--- config.mk ---
export PLATFORM = sky130hd
export DESIGN_NAME = fifo_wr_arbiter
export DESIGN_NICKNAME = d
export VERILOG_FILES = /design/src/rtl/fifo_wr_arbiter.sv
export SDC_FILE = /design/constraint.sdc
export NUM_CORES = 1
export LEC_CHECK = 0
export CORE_AREA = 3 3 252 254
export CTS_BUF_LIST = sky130_fd_sc_hd__clkbuf_4 sky130_fd_sc_hd__clkbuf_8 sky130_fd_sc_hd__clkbuf_16
export DETAILED_ROUTE_END_ITERATION = 6
export DIE_AREA = 0 0 255 257
export PLACE_DENSITY = 0.36
export SLEW_MARGIN = 20
export SYNTH_ARGS = -nofsm -noshare
export SYNTH_HDL_FRONTEND = slang
export SYNTH_SLANG_ARGS = --single-unit
--- constraint.sdc ---
create_clock -name w_clk -period 3.75 [get_ports w_clk]
set_input_delay 0.75 -clock w_clk [delete_from_list [all_inputs] [get_ports w_clk]]
set_output_delay 0.75 -clock w_clk [all_outputs]
set_load 0.03 [all_outputs]
--- src/rtl/fifo_wr_arbiter.sv ---
`default_nettype none
// ============================================================================
// Module      : fifo_wr_arbiter
// Description : Round-robin burst arbiter funnelling NREQ writers into one FIFO
//               write port. Optional macro FIFO_WR_ARB_STALL_CNT_EN adds a
//               saturating stall_cnt output.
// Revision    : 1.0 - initial release
// ============================================================================
module fifo_wr_arbiter #(
    parameter int NREQ  = 4,
    parameter int data  = 128,
    parameter int BURST = 4
) (
    input  logic                 w_clk,
    input  logic                 w_rst_n,
    input  logic [NREQ-1:0]      req_valid,
    input  logic [NREQ*data-1:0] req_data,
    output logic [NREQ-1:0]      req_ready,
    output logic [NREQ-1:0]      grant,
    output logic                 w_en,
    output logic [data-1:0]      wdata,
    input  logic                 w_full
`ifdef FIFO_WR_ARB_STALL_CNT_EN
    ,
    output logic [15:0]          stall_cnt
`endif
);

    localparam int IDXW = (NREQ > 1) ? $clog2(NREQ) : 1;
    localparam int CNTW = $clog2(BURST) + 1;
    localparam logic [CNTW-1:0] c_LAST_BEAT = CNTW'(BURST - 1);

    typedef enum logic [0:0] {
        S_IDLE = 1'b0,
        S_BUSY = 1'b1
    } state_t;

    state_t          r_state;
    state_t          w_state_nxt;
    logic [IDXW-1:0] r_owner;
    logic [IDXW-1:0] w_owner_nxt;
    logic [IDXW-1:0] r_rr_ptr;
    logic [IDXW-1:0] w_rr_ptr_nxt;
    logic [CNTW-1:0] r_beat_cnt;
    logic [CNTW-1:0] w_beat_cnt_nxt;

    logic            w_found;
    logic [IDXW-1:0] w_sel;
    logic [IDXW-1:0] w_sel_next;
    logic            w_own_valid;
    logic            w_xfer;

    // Cyclic search: the k-th candidate is (rr_ptr + k) mod NREQ.
    always_comb begin
        w_found    = 1'b0;
        w_sel      = '0;
        w_sel_next = '0;
        for (int k = 0; k < NREQ; k++) begin
            for (int i = 0; i < NREQ; i++) begin
                if (!w_found && req_valid[i] &&
                    (i == ((int'(r_rr_ptr) + k) % NREQ))) begin
                    w_found    = 1'b1;
                    w_sel      = IDXW'(i);
                    w_sel_next = IDXW'((i + 1) % NREQ);
                end
            end
        end
    end

    always_comb begin
        w_own_valid = 1'b0;
        wdata       = '0;
        for (int i = 0; i < NREQ; i++) begin
            if (r_owner == IDXW'(i)) begin
                w_own_valid = req_valid[i];
                if (r_state == S_BUSY) begin
                    wdata = req_data[i*data +: data];
                end
            end
        end
    end

    assign w_xfer = (r_state == S_BUSY) && w_own_valid && !w_full;
    assign w_en   = w_xfer;

    always_comb begin
        grant     = '0;
        req_ready = '0;
        for (int i = 0; i < NREQ; i++) begin
            if ((r_state == S_BUSY) && (r_owner == IDXW'(i))) begin
                grant[i]     = 1'b1;
                req_ready[i] = w_xfer;
            end
        end
    end

    always_comb begin
        w_state_nxt    = r_state;
        w_owner_nxt    = r_owner;
        w_rr_ptr_nxt   = r_rr_ptr;
        w_beat_cnt_nxt = r_beat_cnt;
        case (r_state)
            S_IDLE: begin
                if (w_found) begin
                    w_owner_nxt  = w_sel;
                    w_rr_ptr_nxt = w_sel_next;
                    w_state_nxt  = S_BUSY;
                end
            end
            S_BUSY: begin
                // A dropped valid releases even under w_full; w_full alone only stalls.
                if (!w_own_valid) begin
                    w_state_nxt    = S_IDLE;
                    w_beat_cnt_nxt = '0;
                end else if (w_xfer) begin
                    if (r_beat_cnt == c_LAST_BEAT) begin
                        w_state_nxt    = S_IDLE;
                        w_beat_cnt_nxt = '0;
                    end else begin
                        w_beat_cnt_nxt = r_beat_cnt + 1'b1;
                    end
                end
            end
            default: begin
                w_state_nxt    = S_IDLE;
                w_beat_cnt_nxt = '0;
            end
        endcase
    end

    always_ff @(posedge w_clk) begin
        if (!w_rst_n) begin
            r_state    <= S_IDLE;
            r_owner    <= '0;
            r_rr_ptr   <= '0;
            r_beat_cnt <= '0;
        end else begin
            r_state    <= w_state_nxt;
            r_owner    <= w_owner_nxt;
            r_rr_ptr   <= w_rr_ptr_nxt;
            r_beat_cnt <= w_beat_cnt_nxt;
        end
    end

`ifdef FIFO_WR_ARB_STALL_CNT_EN
    logic [15:0] r_stall_cnt;

    always_ff @(posedge w_clk) begin
        if (!w_rst_n) begin
            r_stall_cnt <= '0;
        end else if ((r_state == S_BUSY) && w_own_valid && w_full &&
                     (r_stall_cnt != 16'hFFFF)) begin
            r_stall_cnt <= r_stall_cnt + 16'd1;
        end
    end

    assign stall_cnt = r_stall_cnt;
`else
    // Stall counter not built in this configuration.
`endif

endmodule
`default_nettype wire

==> qor.log, run 1 <==
qor: cts.clock_sink_count 8
qor: cells_and_area.final_cell_area 12100 sq um
qor: synthesis.muxShareOfSynthArea 0.643
qor: cts.htree_num_levels 1
qor: sta.max_freq 0.294 GHz
qor: drt.wirelength 48900 microns
qor: sta.finalMaxSlewViolations 0
qor: grt.grtUsageMet2 0.259
qor: die.die-area 65500 sq um
qor: sta.final_critical_path_setup_slack 344 ps
qor: grt.grt_util_all_layers 0.140
qor: cts.cts_root_buffer sky130_fd_sc_hd__clkbuf_16
qor: drt.drc 0
qor: sta.finalCriticalPeriod 3410 ps
qor: grt.antenna_found_initial 25
qor: die.placement_rows 91
qor: synthesis.synth_simple_gate_area_share 0.216
qor: placed_design.placement.io_buffers 655
qor: cts.clkSlewWorstSetupHoldPaths 40 ps
qor: cells_and_area.area.growth.synth_to_final 168%
qor: synthesis.synthesized_netlist_cell_count 368
qor: sta.rsz0062_at_grt false
qor: synthesis.synth_compound_area_frac 0.0374
qor: synthesis.synth_adder_area_share 0.00277
qor: sta.timing_worst_slew_pin_value 609 ps
qor: critical_path.arrival 2660 ps
qor: sta.maxSlewHeadroom 0.594
qor: run_status.outcome finished clean
qor: grt.maximum_number_of_pins_on_one_net_before_global_route_repair 54
qor: grt.grt_pass1_vias 7206
qor: placed_design.hpwl 43800 microns
qor: placed_design.placement.cell_area 12000 sq um
qor: grt.global_route_met3_usage 0.0407
qor: flow_run.cap_violations 0
qor: pwr.vdd.ir_drop.worst 0.110 mV
qor: synthesis.synthesis.area_per_instance 12.3 sq um
qor: sta.fin_setup_tns 0 ps
qor: sta.final-hold-violation-count 0
qor: worst_hold_path.min_delay_path_class flip-flop to flip-flop
qor: sta.timing.clock.skew 3.15 ps
qor: synthesis.synth_xor_area_frac 0
qor: die.core_region_area 61500 sq um
qor: grt.met1_usage 0.160
qor: cts.cts.hold.buffers_added 0
qor: cts.cts_buffers 3
qor: sta.final_min_period_over_clock_period 0.908
qor: synthesis.synth_fp_nets 888
qor: drt.vias_per_cell 3.55
qor: synthesis.synthesis.area 4520 sq um
qor: grt.grt_overflow 0
qor: cells_and_area.nNetsFinal 1523
qor: critical_path.timing.critical_path.required 3000 ps
qor: drt.dr.pass1.iters 4
qor: placed_design.pre_cts_slack 319 ps
qor: cts.cts_repair_resize_count 0
qor: synthesis.synth_warnings 0
qor: sta.timing.final.setup_violations 0
qor: synthesis.largest_family_of_logic_cells_by_synthesized_area multiplexers
qor: die.floorplan.die.height 257 microns
qor: grt.top_usage_layer met2
qor: die.floorplan.io_pins 656
qor: cts.cts-root-to-sink-buffers 2
qor: critical_path.startpoint_type input port
qor: cts.clkLatencyLatePin 230 ps
qor: pwr.p_per_area 212 nW/um^2
qor: critical_path.criticalPathCategory input port to primary output
qor: cells_and_area.post_route_cells_drive_above_1_share 0.168
qor: synthesis.synth.ff_latch_count 8
qor: critical_path.crit_path_max_fanout 8
qor: drt.route.vias.total 6366
qor: die.initial_core_util 0.0735
qor: synthesis.synth.lib_cells_used.distinct 34
qor: drt.drt_first_iter_violations 223
qor: grt.grt_pass1_wl 62700 microns
qor: die.die_width 255 microns
qor: drt.routed_wire_length_per_instance 27.3 microns
qor: drt.route.antenna.remaining_nets 0
qor: cts.cts_tree built
qor: critical_path.cp-end-kind primary output
qor: synthesis.synth.yosys.seq_area_share 0.0354
qor: pwr.p_leak 3.99 nW
qor: cts.post_cts.repair.setup_buffers 0
qor: placed_design.place.gp.congestion 0.807
## synthesized netlist by cell type, drive strengths merged
cell type  number  area, sq um
and4b           2         20.0
nor3            1         5.00
nand3b          1         7.51
and3            3         18.8
nand2           5         18.8
dfxtp           8          160
a31oi           1         6.26
buf            29          231
and3b           1         8.76
o21bai          1         7.51
nand2b          3         18.8
a21oi           6         30.0
and2          131          820
a211oi          1         7.51
a31o            1         8.76
ha              1         12.5
o211ai          1         7.51
o221ai          1         8.76
nor2            4         15.0
a21bo           1         10.0
o21ai           6         30.0
inv             1         3.75
nand3           1         5.00
a21boi          3         22.5
clkbuf         16         60.1
a21o            3         22.5
nor2b           5         31.3
and4            1         8.76
o21a            1         7.51
mux4          129         2910
## worst max-delay path, stage by stage
cell and delay, ps:
sky130_fd_sc_hd__clkdlybuf4s50_1 540, sky130_fd_sc_hd__mux4_2 560, sky130_fd_sc_hd__and2_1 190, sky130_fd_sc_hd__clkdlybuf4s50_1 610
## final timing paths
check,endpoint,cells past startpoint,slack (ps),startpoint
min reg2reg,r_beat_cnt[2],2,450,r_beat_cnt[2]
max reg2reg,r_beat_cnt[0],6,1710,r_owner[0]
min,r_beat_cnt[2],2,450,r_beat_cnt[2]
max,w_en,4,340,req_valid[3]
## final cells by class
| type | instances | area [sq um] |
|---|---|---|
| Fill cell | 6757 | 49400 |
| Sequential cell | 8 | 171 |
| Antenna cell | 1 | 2.50 |
| Tap cell | 790 | 988 |
| Multi-Input combinational cell | 314 | 4060 |
| Inverter | 1 | 3.75 |
| Timing Repair Buffer | 675 | 6780 |
| Clock buffer | 4 | 82.6 |
## power breakdown
| group | switching [mW] | internal [mW] |
|---|---|---|
| logic | 0.991 | 1.24 |
| registers | 0.0485 | 0.0942 |
| clock network | 0.0415 | 0.149 |
## registers in the layout, summed over array words and instances, names as in the netlist
name,flops
r_owner,2
r_beat_cnt,3
r_rr_ptr,2
r_state,1
## logic make-up (layout without fill, tap and decap cells)
kind of cell | Yosys count | count (layout)
other | 0 | 1
adders and majority gates | 1 | 1
buffers and inverters | 46 | 680
muxes | 129 | 129
DFF | 8 | 8
and+or+nand+nor | 158 | 158
AOI/OAI and AO/OA | 26 | 26
## per-layer routing
| metal | vias to the layer above | share of wire |
|---|---|---|
| met3 | 44 | 0.086 |
| li1 | 2769 | - |
| met2 | 438 | 0.50 |
| met1 | 3093 | 0.39 |
| met5 | - | 0.0028 |
| met4 | 22 | 0.017 |
## metrics by stage
stage,util,hold slack (ps),power (mW),std cells
2_1_floorplan,-,420,1.18,368
3_3_place_gp,0.195,446,2.43,1788
3_5_place_dp,0.195,438,2.43,1788
4_1_cts,0.197,447,2.64,1792
5_1_grt,0.197,497,2.71,1792
6_report,0.197,448,2.57,1793
## placed cells by master (no fill, tap or decap), types with 4 or more instances in the layout
| cell type | Yosys | routed |
|---|---|---|
| sky130_fd_sc_hd__a21oi_1 | 6 | 6 |
| sky130_fd_sc_hd__nor2_1 | 4 | 4 |
| sky130_fd_sc_hd__buf_12 | 5 | 8 |
| sky130_fd_sc_hd__buf_4 | 8 | 22 |
| sky130_fd_sc_hd__dfxtp_1 | 8 | 5 |
| sky130_fd_sc_hd__nand2_1 | 5 | 5 |
| sky130_fd_sc_hd__o21ai_0 | 6 | 6 |
| sky130_fd_sc_hd__mux4_2 | 129 | 129 |
| sky130_fd_sc_hd__clkdlybuf4s50_1 | 0 | 645 |
| sky130_fd_sc_hd__and2_1 | 131 | 131 |
| sky130_fd_sc_hd__nor2b_1 | 5 | 5 |
Power figures use the tool's default switching activity.
==> run 2, diff against run 1 <==
--- a/config.mk
+++ b/config.mk
@@ -10,6 +10,7 @@
 export DETAILED_ROUTE_END_ITERATION = 6
 export DIE_AREA = 0 0 255 257
 export PLACE_DENSITY = 0.36
+export REMOVE_ABC_BUFFERS = 1
 export SLEW_MARGIN = 20
 export SYNTH_ARGS = -nofsm -noshare
 export SYNTH_HDL_FRONTEND = slang
==> qor.log, run 2 (synthesized netlist as in run 1, its figures left out) <==
qor: grt.antenna_found_initial 10
qor: die.die-area 65500 sq um
qor: drt.drc 0
qor: cells_and_area.final_cell_area 12100 sq um
qor: die.core_region_area 61500 sq um
qor: cts.clock_sink_count 8
qor: sta.final_critical_path_setup_slack 266 ps
qor: drt.wirelength 36800 microns
qor: critical_path.timing.critical_path.mode_cell sky130_fd_sc_hd__clkdlybuf4s50_1
qor: flow_run.cap_violations 0
qor: die.die_width 255 microns
qor: sta.maxSlewHeadroom 0.683
qor: sta.timing_worst_slew_pin_value 475 ps
qor: pwr.vdd.ir_drop.worst 0.125 mV
qor: cells_and_area.ff_latch_area 171 sq um
qor: grt.grt_util_all_layers 0.104
qor: critical_path.criticalPathCategory input port to primary output
qor: die.floorplan.io_pins 656
qor: drt.dr.pass1.iters 4
qor: cells_and_area.final_cell_mix 655 x sky130_fd_sc_hd__clkdlybuf4s50_1, 131 x sky130_fd_sc_hd__and2_1, 129 x sky130_fd_sc_hd__mux4_2
qor: sta.finalCriticalPeriod 3480 ps
qor: run_status.outcome finished clean
qor: sta.max_freq 0.287 GHz
qor: grt.maximum_number_of_pins_on_one_net_before_global_route_repair 76
qor: critical_path.arrival 2730 ps
qor: sta.timing.clock.skew 2.71 ps
qor: sta.final_min_period_over_clock_period 0.929
qor: sta.whs 439 ps
qor: placed_design.hpwl 32600 microns
qor: cts.cts-root-to-sink-buffers 2
qor: critical_path.cp-end-kind primary output
qor: die.placement_rows 91
qor: grt.grt_overflow 0
qor: drt.vias_per_cell 3.41
qor: critical_path.cpMaxStageDelayCell sky130_fd_sc_hd__clkdlybuf4s50_1
qor: cells_and_area.post_route_cells_drive_above_1_share 0.162
qor: sta.fin_setup_tns 0 ps
qor: drt.route.vias.total 6130
qor: cts.cts_tree built
qor: cts.cts_repair_resize_count 0
qor: cells_and_area.largest_register_ff_count 3
qor: placed_design.placement.cell_area 12100 sq um
qor: cells_and_area.fill_cells 6741
qor: cts.cts_buffers 3
qor: sta.rsz0062_at_grt false
qor: pwr.p_per_area 200 nW/um^2
qor: placed_design.place.gp.congestion 0.809
qor: cts.post_cts.repair.setup_buffers 0
qor: cells_and_area.registers.top_by_ff_count r_beat_cnt
qor: cts.htree_num_levels 1
qor: placed_design.placement.io_buffers 655
qor: grt.grt_pass1_vias 6796
qor: critical_path.crit_path_max_fanout 1
qor: sta.finalMaxSlewViolations 0
qor: drt.route.antenna.remaining_nets 0
qor: sta.timing.final.setup_violations 0
qor: cts.clkSlewWorstSetupHoldPaths 40 ps
qor: worst_hold_path.min_delay_path_class flip-flop to flip-flop
qor: cells_and_area.reg_top3 r_beat_cnt x3, r_owner x2, r_rr_ptr x2
qor: placed_design.pre_cts_slack 263 ps
qor: critical_path.path_cells clkdlybuf4s50_1, buf_4, mux4_2, and2_1, buf_12, clkdlybuf4s50_1
qor: cells_and_area.area.growth.synth_to_final 169%
qor: drt.drt_first_iter_violations 285
qor: cells_and_area.multiInputGateArea 4060 sq um
qor: grt.grt_pass1_wl 49300 microns
qor: sta.final-hold-violation-count 0
qor: pwr.power 2.43 mW
qor: die.initial_core_util 0.0735
qor: critical_path.timing.critical_path.max_delay_family buffers and inverters
qor: pwr.p_leak 4.00 nW
qor: drt.routed_wire_length_per_instance 20.5 microns
qor: cts.cts.hold.buffers_added 0
qor: cells_and_area.nNetsFinal 1528
qor: cts.clkLatencyLatePin 230 ps
qor: cts.cts_root_buffer sky130_fd_sc_hd__clkbuf_16
qor: critical_path.timing.critical_path.required 3000 ps
qor: critical_path.startpoint_type input port
qor: die.floorplan.die.height 257 microns
qor: critical_path.worstPathBufferInverterCount 4
qor: critical_path.timing.critical_path.slowest_cell_delay 590 ps
qor: cells_and_area.layout.cells.most_common sky130_fd_sc_hd__clkdlybuf4s50_1
[run 2: path summary, 6_finish.rpt]
kind | cells past startpoint | endpoint | slack, ps | from
worst min-delay path | 2 | r_beat_cnt[2] | 440 | r_beat_cnt[2]
worst max register to register | 5 | r_beat_cnt[1] | 2030 | r_owner[0]
worst min register to register | 2 | r_beat_cnt[2] | 440 | r_beat_cnt[2]
worst max-delay path | 6 | wdata[29] | 270 | req_data[29]
[run 2: where the power goes]
group	total, mW	internal [mW]	switching, mW
sequential	0.116	0.0940	0.0219
clock	0.192	0.149	0.0428
combinational	2.13	1.24	0.881
total	2.43	1.49	0.946
[run 2: metrics by stage]
stage / utilization / instances
3_5_place_dp: 0.196 / 1793
3_3_place_gp: 0.196 / 1793
6_report: 0.198 / 1799
2_1_floorplan: - / 323
4_1_cts: 0.197 / 1797
5_1_grt: 0.197 / 1797
[run 2: area by class of cell]
class | instances | area share
repair buffers | 680 | 0.562
clock buffers | 4 | 0.00680
multi-input cells | 314 | 0.335
flip-flops and latches | 8 | 0.0141
well taps | 790 | 0.0814
diodes | 2 | 0.000412
inverters | 1 | 0.000309
[run 2: metal layers]
layer,GRT usage,wire length (microns),vias up
met5,0,55,-
met4,0.0117,398,8
met3,0.0273,3280,26
met2,0.201,19300,388
met1,0.115,13800,2934
li1,-,-,2774
[run 2: tightest hold or removal path, cell delays in order, from the launching register on]
cell                      delay, ps
sky130_fd_sc_hd__dfxtp_1        310
sky130_fd_sc_hd__nand2_1         50
sky130_fd_sc_hd__a21oi_1         30
==> run 3, diff against run 2 <==
--- a/config.mk
+++ b/config.mk
@@ -11,6 +11,7 @@
 export DIE_AREA = 0 0 255 257
 export PLACE_DENSITY = 0.36
 export REMOVE_ABC_BUFFERS = 1
+export SETUP_SLACK_MARGIN = 0.02
 export SLEW_MARGIN = 20
 export SYNTH_ARGS = -nofsm -noshare
 export SYNTH_HDL_FRONTEND = slang
==> results of run 3 <==
Same layout as run 2: the final DEF is identical, and so are final timing and power.
